`src/rtl/sar_search_8bit_pkg.sv`:
```
// Shared types and constants for the successive-approximation search engine.
package sar_search_8bit_pkg;

  localparam int SAR_WIDTH = 8;

  typedef enum logic [1:0] {
    ST_IDLE   = 2'd0,
    ST_SEARCH = 2'd1,
    ST_DONE   = 2'd2
  } sar_state_t;

endpackage

```
`src/rtl/sar_search_8bit_if.sv`:
```
// Search-engine <-> comparator/controller signal bundle.
interface sar_search_8bit_if
  import sar_search_8bit_pkg::*;
#(
  parameter int WIDTH = SAR_WIDTH
);
  logic             start;
  logic [WIDTH-1:0] guess;
  logic             cmp_eq;
  logic             cmp_gt;
  logic             cmp_lt;
  logic             busy;
  logic             done;
  logic [WIDTH-1:0] result;
  logic             found;
  logic             err;

  // The search engine asks (drives guess); the comparator side answers.
  modport master (
    input  start, cmp_eq, cmp_gt, cmp_lt,
    output guess, busy, done, result, found, err
  );

  modport slave (
    output start, cmp_eq, cmp_gt, cmp_lt,
    input  guess, busy, done, result, found, err
  );
endinterface

```
`src/rtl/sar_search_8bit.sv`:
```
// Successive-approximation search: presents trial values to an external
// magnitude comparator and resolves one bit per compare cycle.
module sar_search_8bit
  import sar_search_8bit_pkg::*;
#(
  parameter int WIDTH = SAR_WIDTH
) (
  input  logic              clk,
  input  logic              rst_n,
  sar_search_8bit_if.master bus
);

  localparam int IDX_W = (WIDTH > 1) ? $clog2(WIDTH) : 1;

  sar_state_t       state;
  logic [IDX_W-1:0] idx;
  logic [WIDTH-1:0] guess_step;
  logic [2:0]       resp;

  assign resp = {bus.cmp_eq, bus.cmp_gt, bus.cmp_lt};

  // Trial value after a legal gt/lt answer: resolve bit idx, probe the next one.
  always_comb begin
    guess_step = bus.guess;
    if (bus.cmp_lt) guess_step[idx] = 1'b0;
    if (idx != '0) guess_step[idx - 1'b1] = 1'b1;
  end

  always_ff @(posedge clk or negedge rst_n) begin
    if (!rst_n) begin
      state      <= ST_IDLE;
      idx        <= '0;
      bus.guess  <= '0;
      bus.result <= '0;
      bus.busy   <= 1'b0;
      bus.done   <= 1'b0;
      bus.found  <= 1'b0;
      bus.err    <= 1'b0;
    end else begin
      case (state)
        ST_IDLE: begin
          bus.done <= 1'b0;
          if (bus.start) begin
            bus.guess <= {1'b1, {(WIDTH-1){1'b0}}};
            idx       <= IDX_W'(WIDTH - 1);
            bus.found <= 1'b0;
            bus.err   <= 1'b0;
            bus.busy  <= 1'b1;
            state     <= ST_SEARCH;
          end
        end

        ST_SEARCH: begin
          case (resp)
            3'b100: begin
              bus.result <= bus.guess;
              bus.found  <= 1'b1;
              bus.busy   <= 1'b0;
              bus.done   <= 1'b1;
              state      <= ST_DONE;
            end
            3'b010, 3'b001: begin
              bus.guess <= guess_step;
              if (idx != '0) begin
                idx <= idx - 1'b1;
              end else begin
                // Last bit resolved without an exact hit.
                bus.result <= guess_step;
                bus.found  <= 1'b0;
                bus.busy   <= 1'b0;
                bus.done   <= 1'b1;
                state      <= ST_DONE;
              end
            end
            default: begin
              bus.result <= bus.guess;
              bus.err    <= 1'b1;
              bus.found  <= 1'b0;
              bus.busy   <= 1'b0;
              bus.done   <= 1'b1;
              state      <= ST_DONE;
            end
          endcase
        end

        ST_DONE: begin
          bus.done <= 1'b0;
          state    <= ST_IDLE;
        end

        default: begin
          bus.done <= 1'b0;
          bus.busy <= 1'b0;
          state    <= ST_IDLE;
        end
      endcase
    end
  end

endmodule

```
`src/flat_wrapper.sv`:
```
// flat-port wrapper written by rule: the top's interface ports become plain ports
module sar_search_8bit_flat import sar_search_8bit_pkg::*;
#(
  parameter int WIDTH = SAR_WIDTH
)
  (clk, rst_n, bus_start, bus_cmp_eq, bus_cmp_gt, bus_cmp_lt, bus_guess, bus_busy, bus_done, bus_result, bus_found, bus_err);
  sar_search_8bit_if #(.WIDTH(WIDTH)) bus_i ();
  input  logic clk;
  input  logic rst_n;
  input wire logic [$bits(bus_i.start)-1:0] bus_start;
  input wire logic [$bits(bus_i.cmp_eq)-1:0] bus_cmp_eq;
  input wire logic [$bits(bus_i.cmp_gt)-1:0] bus_cmp_gt;
  input wire logic [$bits(bus_i.cmp_lt)-1:0] bus_cmp_lt;
  output wire logic [$bits(bus_i.guess)-1:0] bus_guess;
  output wire logic [$bits(bus_i.busy)-1:0] bus_busy;
  output wire logic [$bits(bus_i.done)-1:0] bus_done;
  output wire logic [$bits(bus_i.result)-1:0] bus_result;
  output wire logic [$bits(bus_i.found)-1:0] bus_found;
  output wire logic [$bits(bus_i.err)-1:0] bus_err;
  assign bus_i.start = bus_start;
  assign bus_i.cmp_eq = bus_cmp_eq;
  assign bus_i.cmp_gt = bus_cmp_gt;
  assign bus_i.cmp_lt = bus_cmp_lt;
  assign bus_guess = bus_i.guess;
  assign bus_busy = bus_i.busy;
  assign bus_done = bus_i.done;
  assign bus_result = bus_i.result;
  assign bus_found = bus_i.found;
  assign bus_err = bus_i.err;
  sar_search_8bit #(.WIDTH(WIDTH)) u_core (.clk(clk), .rst_n(rst_n), .bus(bus_i));
endmodule
```
`config.mk`:
```
export PLATFORM = sky130hd
export DESIGN_NAME = sar_search_8bit_flat
export DESIGN_NICKNAME = d
export VERILOG_FILES = /design/src/rtl/sar_search_8bit_pkg.sv /design/src/rtl/sar_search_8bit_if.sv /design/src/rtl/sar_search_8bit.sv /design/src/flat_wrapper.sv
export SDC_FILE = /design/constraint.sdc
export NUM_CORES = 1
export LEC_CHECK = 0
export CORE_UTILIZATION = 55
export CTS_CLUSTER_DIAMETER = 50
export DETAILED_ROUTE_END_ITERATION = 8
export PLACE_DENSITY = 0.83
export SLEW_MARGIN = 20
export SYNTH_ARGS = -nofsm -noshare
export SYNTH_HDL_FRONTEND = slang
export SYNTH_SLANG_ARGS = --single-unit
```
`constraint.sdc`:
```
create_clock -name clk -period 6.5 [get_ports clk]
set_input_delay 1.3 -clock clk [delete_from_list [all_inputs] [get_ports clk]]
set_output_delay 1.3 -clock clk [all_outputs]
set_load 0.01 [all_outputs]
```
==> results.json, run 1 <==
{
  "run_status": "finished clean",
  "synth.net_count": 152,
  "cts_tree": "yes",
  "startpoint_of_the_most_critical_register_to_register_path": "u_core.idx[0]",
  "netlist_top_cells_area": "dfrtp_1, nand3_1, o21ai_0",
  "timing.reg2reg.setup_slack_ps": 4220,
  "insertion_delay_ps": 310,
  "cts_buffers": 3,
  "drt_iter0_drc": 37,
  "design.portCount": 26,
  "core.rowCount": 17,
  "die_w_um": 51.8,
  "synth.yosys.warnings": 0,
  "fin_crit_sh_pct": 42.7,
  "timing.fmax_mhz": 360,
  "tightest_slew_ps": 632,
  "hold_slack_ps": 498,
  "commonest_non_fill_non_tap_cells_in_the_layout": "dfrtp_1, clkdlybuf4s50_1, nand2_1",
  "cts-htree-levels": 1,
  "drive_gt1_share_pct": 6.02,
  "cts_num_sinks": 25,
  "clock_path_buffers": 2,
  "end_kind": "register",
  "layout.nets": 175,
  "via_count": 1174,
  "irDropWorstVdd_uv": 252,
  "grt.overflow.total": 0,
  "post_synth_inst_count": 144,
  "n_antenna_cell": 0,
  "synth_seq_cells": 25,
  "wire_length_of_the_first_global_routing_pass_mm": 4.82,
  "finalSetupViolCount": 0,
  "antenna_left": 0,
  "timing.hold.worst.class": "reg -> reg",
  "initial_antenna_violation_count": 0,
  "power_leakage_uw": 0.000700,
  "post-synth-top-area-cell": "dfrtp_1",
  "ctsResizeCount": 0,
  "power_per_cell_area_nw_per_um2": 310,
  "timing.final.hold_violations": 0,
  "first_global_vias": 1036,
  "layout.cell_area.non_filler_um2": 1630,
  "drt-vias-per-instance": 6.05,
  "critPathArrivalTime_ps": 3020,
  "cts.reportedPaths.clkPinSlew_ps": 140,
  "initial_cell_density_of_the_core_pct": 59.9,
  "reg2reg_to": "u_core.bus.guess[0]",
  "setup-tns-final_ps": 0,
  "synth.lib_cells_used.distinct": 42,
  "drt-total-wl_mm": 2.91,
  "gr-usage-all-layers_pct": 24.3,
  "synth-edff-count": 0,
  "flow.area_growth_from_synthesis_pct": 19.5,
  "rsz0062_at_grt": "false",
  "die_h_um": 51.8,
  "synthesis.area_um2": 1360,
  "drv.max_cap_violation_count": 0,
  "critical_path.endpoint": "u_core.bus.result[6]",
  "fill_cells": 182,
  "cts_post_setup_buffers_inserted": 0,
  "final.setup_skew_ps": 8.17,
  "grt_start_max_net_pins": 26,
  "setup.worst_path.start_class": "input pin",
  "place_hpwl_mm": 2.21,
  "clockRootBuffer": "clkbuf_4",
  "async_reset_ff_share_pct": 100,
  "worstSetupPathType": "in -> reg",
  "report.power.total_uw": 505,
  "postSynthAreaPerCell_um2": 9.47,
  "numPortBuffers": 25,
  "ctsHoldBuffers": 0,
  "core_um2": 2280,
  "final_max_slew_viol_count": 0,
  "worstSetupStartpoint": "bus_cmp_lt",
  "synth_sequential_area_ratio_pct": 45.9,
  "reg2reg_depth": 5,
  "total_die_area_um2": 2680,
  "worst_slew_margin_rel_pct": 57.9,
  "ys.flop_type": "dfrtp_1",
  "finalCriticalPeriod_ps": 2780,
  "worstPathRequired_ps": 6740,
  "layout.cells.most_common": "dfrtp_1",
  "route.detailed.drc": 0,
  "drt_first_pass_iters": 4,
  "place.gp.congestion": 0.864,
  "wl_cell_um": 15.0,
  "proportion_of_netlist_area_held_by_the_largest_area_contributor_pct": 45.9,
  "worst-path-max-fanout": 8,
  "placed_area_um2": 1610
}
## where the power goes
group | switching, uW | internal [uW]
combinational | 106 | 104
clock | 46.2 | 23.5
sequential | 34.7 | 190
total | 187 | 318
## registers in the layout, summed over array words and instances, names as in the netlist
register and count:
u_core.bus.guess 8, u_core.bus.busy 1, u_core.bus.err 1, u_core.state 2, u_core.bus.found 1, u_core.bus.done 1
u_core.bus.result 8, u_core.idx 3
## cell families after synthesis
logic type / count (synthesis) / share of synthesized area (%)
simple gates: 58 / 21.6
flops: 25 / 45.9
fa+ha+maj: 2 / 1.83
mux: 2 / 1.47
compound gates: 46 / 24.0
xor+xnor: 1 / 1.19
buf+inv: 10 / 4.04
## worst max-delay path, cell delays in order
cell             delay (ps)
clkdlybuf4s50_1         660
xnor2_2                 180
nor2_1                  370
nand3_1                 250
o211ai_1                250
## how the worst min path moves through the flow
| stage | to | from | slack (ps) | cells after the start |
|---|---|---|---|---|
| final | u_core.bus.result[1] | u_core.bus.result[1] | 500 | 2 |
| after global routing | u_core.bus.err | u_core.bus.err | 540 | 1 |
| after CTS | u_core.bus.result[1] | u_core.bus.result[1] | 500 | 2 |
| after detailed placement | u_core.bus.result[1] | u_core.bus.result[1] | 470 | 2 |
| after global placement | u_core.bus.result[2] | u_core.bus.result[2] | 470 | 2 |
| after floorplan | u_core.bus.busy | u_core.state[0] | 450 | 1 |
## area by class of cell
type                    count  area, um2  area share (%)
multi-input cells         109        683            41.9
flip-flops and latches     25        626            38.4
repair buffers             25        245            15.0
well taps                  28       35.0            2.15
clock buffers               3       22.5            1.38
inverters                   3       11.3           0.691
clock inverters             1       7.51           0.460
## Yosys cell counts, types with 2 or more instances
master     n
and3b_1    2
a22o_1     2
nand3b_1   2
a31o_2     2
buf_6      2
a22oi_1    3
o211ai_1   3
and3_1     3
a31o_1     2
o21ai_0   11
mux2i_1    2
nor2_1    12
nor2b_1    5
nor3b_1    2
buf_2      2
clkbuf_1   3
nor3_1     3
o31ai_1    3
ha_1       2
nand3_1   11
nand2_1   13
inv_1      3
o221ai_1   2
dfrtp_1   25
a21oi_1    7
## per-layer routing
metal  GRT usage, %  vias up  routed length, um
li1               -      575                  -
met1           35.5      553               1360
met2           38.1       44               1370
met3           2.63        2                161
met4           6.76        0                 17
met5              0        -                  0
## per-stage QoR
| stage | cells | worst slack (ps) | utilization (%) |
|---|---|---|---|
| after floorplan | 144 | 4020 | - |
| after global placement | 190 | 3440 | 70.5 |
| after detailed placement | 190 | 3390 | 70.5 |
| after CTS | 194 | 3740 | 71.9 |
| after global routing | 194 | 3590 | 71.6 |
| final | 194 | 3720 | 71.6 |
(Power assumes the default switching activity.)
==> run 2, diff against run 1 <==
--- a/config.mk
+++ b/config.mk
@@ -5,10 +5,10 @@
 export SDC_FILE = /design/constraint.sdc
 export NUM_CORES = 1
 export LEC_CHECK = 0
-export CORE_UTILIZATION = 55
+export CORE_UTILIZATION = 51
 export CTS_CLUSTER_DIAMETER = 50
 export DETAILED_ROUTE_END_ITERATION = 8
-export PLACE_DENSITY = 0.83
+export PLACE_DENSITY = 0.78
 export SLEW_MARGIN = 20
 export SYNTH_ARGS = -nofsm -noshare
 export SYNTH_HDL_FRONTEND = slang
==> constraint.sdc (replaced) <==
create_clock -name clk -period 2.9 [get_ports clk]
set_input_delay 0.58 -clock clk [delete_from_list [all_inputs] [get_ports clk]]
set_output_delay 0.58 -clock clk [all_outputs]
set_load 0.01 [all_outputs]
==> run 2 against run 1 <==
Die area is 7.5% higher. Final cell count is 2.1% higher. Flip-flop and latch count stayed put. Sequential power is 130% higher. Clock skew is 7.2 ps lower. Power is 130% higher. Combinational power is 130% higher. Clock power is 130% higher. Global-route usage is 1.9 points higher. Non-clock buffer count is 2 higher. Critical path type is now reg -> reg. Largest power group unchanged. Highest routed layer unchanged.
==> results.json, run 2 (synthesis gave the netlist of run 1 again) <==
{
  "cts_buffers": 3,
  "drt_first_pass_iters": 4,
  "groute.layer.met3.usage_pct": 4.24,
  "use_met1_pct": 39.3,
  "cts_tree": "yes",
  "timing.critical_path.cells": "inv_1 > ha_1 > nor2b_1 > o31ai_4 > a21boi_0 > o21ai_0",
  "cts_num_sinks": 25,
  "fin_crit_sh_pct": 78.0,
  "insertion_delay_ps": 320,
  "die_w_um": 53.7,
  "worst_slew_margin_rel_pct": 57.7,
  "clock_path_buffers": 2,
  "drv.max_cap_violation_count": 0,
  "commonest_non_fill_non_tap_cells_in_the_layout": "clkdlybuf4s50_1, dfrtp_1, nand2_1",
  "registers_with_the_most_flip_flops": "u_core.bus.guess: 8 flops, u_core.bus.result: 8 flops, u_core.idx: 3 flops",
  "final_max_slew_viol_count": 0,
  "reg2reg_depth": 6,
  "design.portCount": 26,
  "core.rowCount": 18,
  "antenna_left": 0,
  "route.detailed.drc": 0,
  "worstSetupPathType": "reg -> reg",
  "globalRouteMet2Util_pct": 40.1,
  "run_status": "finished clean",
  "rsz0062_at_grt": "false",
  "total_die_area_um2": 2880,
  "irDropWorstVdd_uv": 460,
  "via_count": 1216,
  "startpoint_of_the_most_critical_register_to_register_path": "u_core.idx[0]",
  "grt.overflow.total": 0,
  "clockRootBuffer": "clkbuf_4",
  "critPathArrivalTime_ps": 2510,
  "finalCriticalPeriod_ps": 2260,
  "power_per_cell_area_nw_per_um2": 696,
  "tightest_slew_ps": 635,
  "timing.final.hold_violations": 0,
  "end_kind": "register",
  "place.gp.congestion": 0.790,
  "grt_start_max_net_pins": 26,
  "drive_gt1_share_pct": 6.55,
  "layout.nets": 177,
  "gr-usage-all-layers_pct": 26.2,
  "setup.worst_path.start_class": "register",
  "initial_antenna_violation_count": 0,
  "wire_length_of_the_first_global_routing_pass_mm": 5.45,
  "die_h_um": 53.7,
  "setup-tns-final_ps": 0,
  "place_hpwl_mm": 2.39,
  "timing.reg2reg.setup_slack_ps": 640,
  "first_global_vias": 1099,
  "n_antenna_cell": 0,
  "hold_path_startpoint": "u_core.bus.result[3]",
  "cts-htree-levels": 1,
  "final.setup_skew_ps": 0.933,
  "worstPathRequired_ps": 3140,
  "ctsResizeCount": 0,
  "ctsHoldBuffers": 0,
  "numPortBuffers": 25,
  "critical_path.slowest_cell": "dfrtp_1",
  "cts.reportedPaths.clkPinSlew_ps": 140,
  "report.power.total_uw": 1150,
  "drt-vias-per-instance": 6.14,
  "finalSetupViolCount": 0,
  "initial_cell_density_of_the_core_pct": 54.6,
  "cp_slowest_stage_delay_ps": 620,
  "drt_iter0_drc": 51,
  "timing.fmax_mhz": 442,
  "timing.hold.worst.class": "reg -> reg",
  "min_delay_path_depth": 2,
  "core_um2": 2500,
  "worst-path-max-fanout": 16,
  "cts_post_setup_buffers_inserted": 0,
  "reg2reg_to": "u_core.bus.result[0]",
  "timing.hold.worst_endpoint": "u_core.bus.result[3]",
  "flow.area_growth_from_synthesis_pct": 21.0,
  "power_leakage_uw": 0.000713,
  "wl_cell_um": 16.3,
  "grt_busiest_layer": "met2",
  "drt-total-wl_mm": 3.22
}
run 2: area by class of cell:
class	instances	area, um2
Fill cell	220	850
Multi-Input combinational cell	109	683
Sequential cell	25	626
Timing Repair Buffer	27	265
Tap cell	30	37.5
Clock buffer	3	22.5
Inverter	3	11.3
Clock inverter	1	5.00
run 2: how the worst max path moves through the flow:
stage / start / depth (start not counted) / end / slack (ps)
2_1_floorplan: u_core.idx[0] / 8 / u_core.bus.result[1] / 840
3_3_place_gp: bus_cmp_lt / 4 / u_core.bus.guess[1] / 580
3_5_place_dp: bus_cmp_lt / 5 / u_core.idx[0] / 540
4_1_cts: u_core.idx[0] / 6 / u_core.bus.result[0] / 650
5_1_grt: u_core.idx[0] / 6 / u_core.bus.result[0] / 460
6_report: u_core.idx[0] / 6 / u_core.bus.result[0] / 640
run 2: worst max-delay path, delay by kind of cell, from the launching register on:
family / cells / cell delay [ps]
AO/OA/AOI/OAI: 3 / 910
flip-flops: 1 / 620
adder cells (fa/ha/maj): 1 / 270
AND/OR/NAND/NOR: 1 / 210
buffers and inverters: 1 / 170
run 2: report_power, final:
group	switching [uW]	leakage [uW]	internal (uW)
clock	105	0.0000177	51.6
combinational	247	0.000378	235
sequential	81.8	0.000318	427
total	434	0.000713	714
run 2: routing by layer:
| layer | up-vias | wire length (um) |
|---|---|---|
| met3 | 4 | 170 |
| li1 | 575 | - |
| met2 | 40 | 1540 |
| met5 | - | 0 |
| met4 | 0 | 25 |
| met1 | 597 | 1480 |
run 2: per-stage QoR:
step	worst slack, ps	hold slack (ps)	area [um2]	util, %	cells
3_3_place_gp	583	466	1620	64.9	194
4_1_cts	648	502	1650	66.0	198
5_1_grt	459	516	1650	66.0	198
6_report	637	500	1650	66.0	198
2_1_floorplan	842	284	1360	-	144
3_5_place_dp	536	472	1620	64.9	194
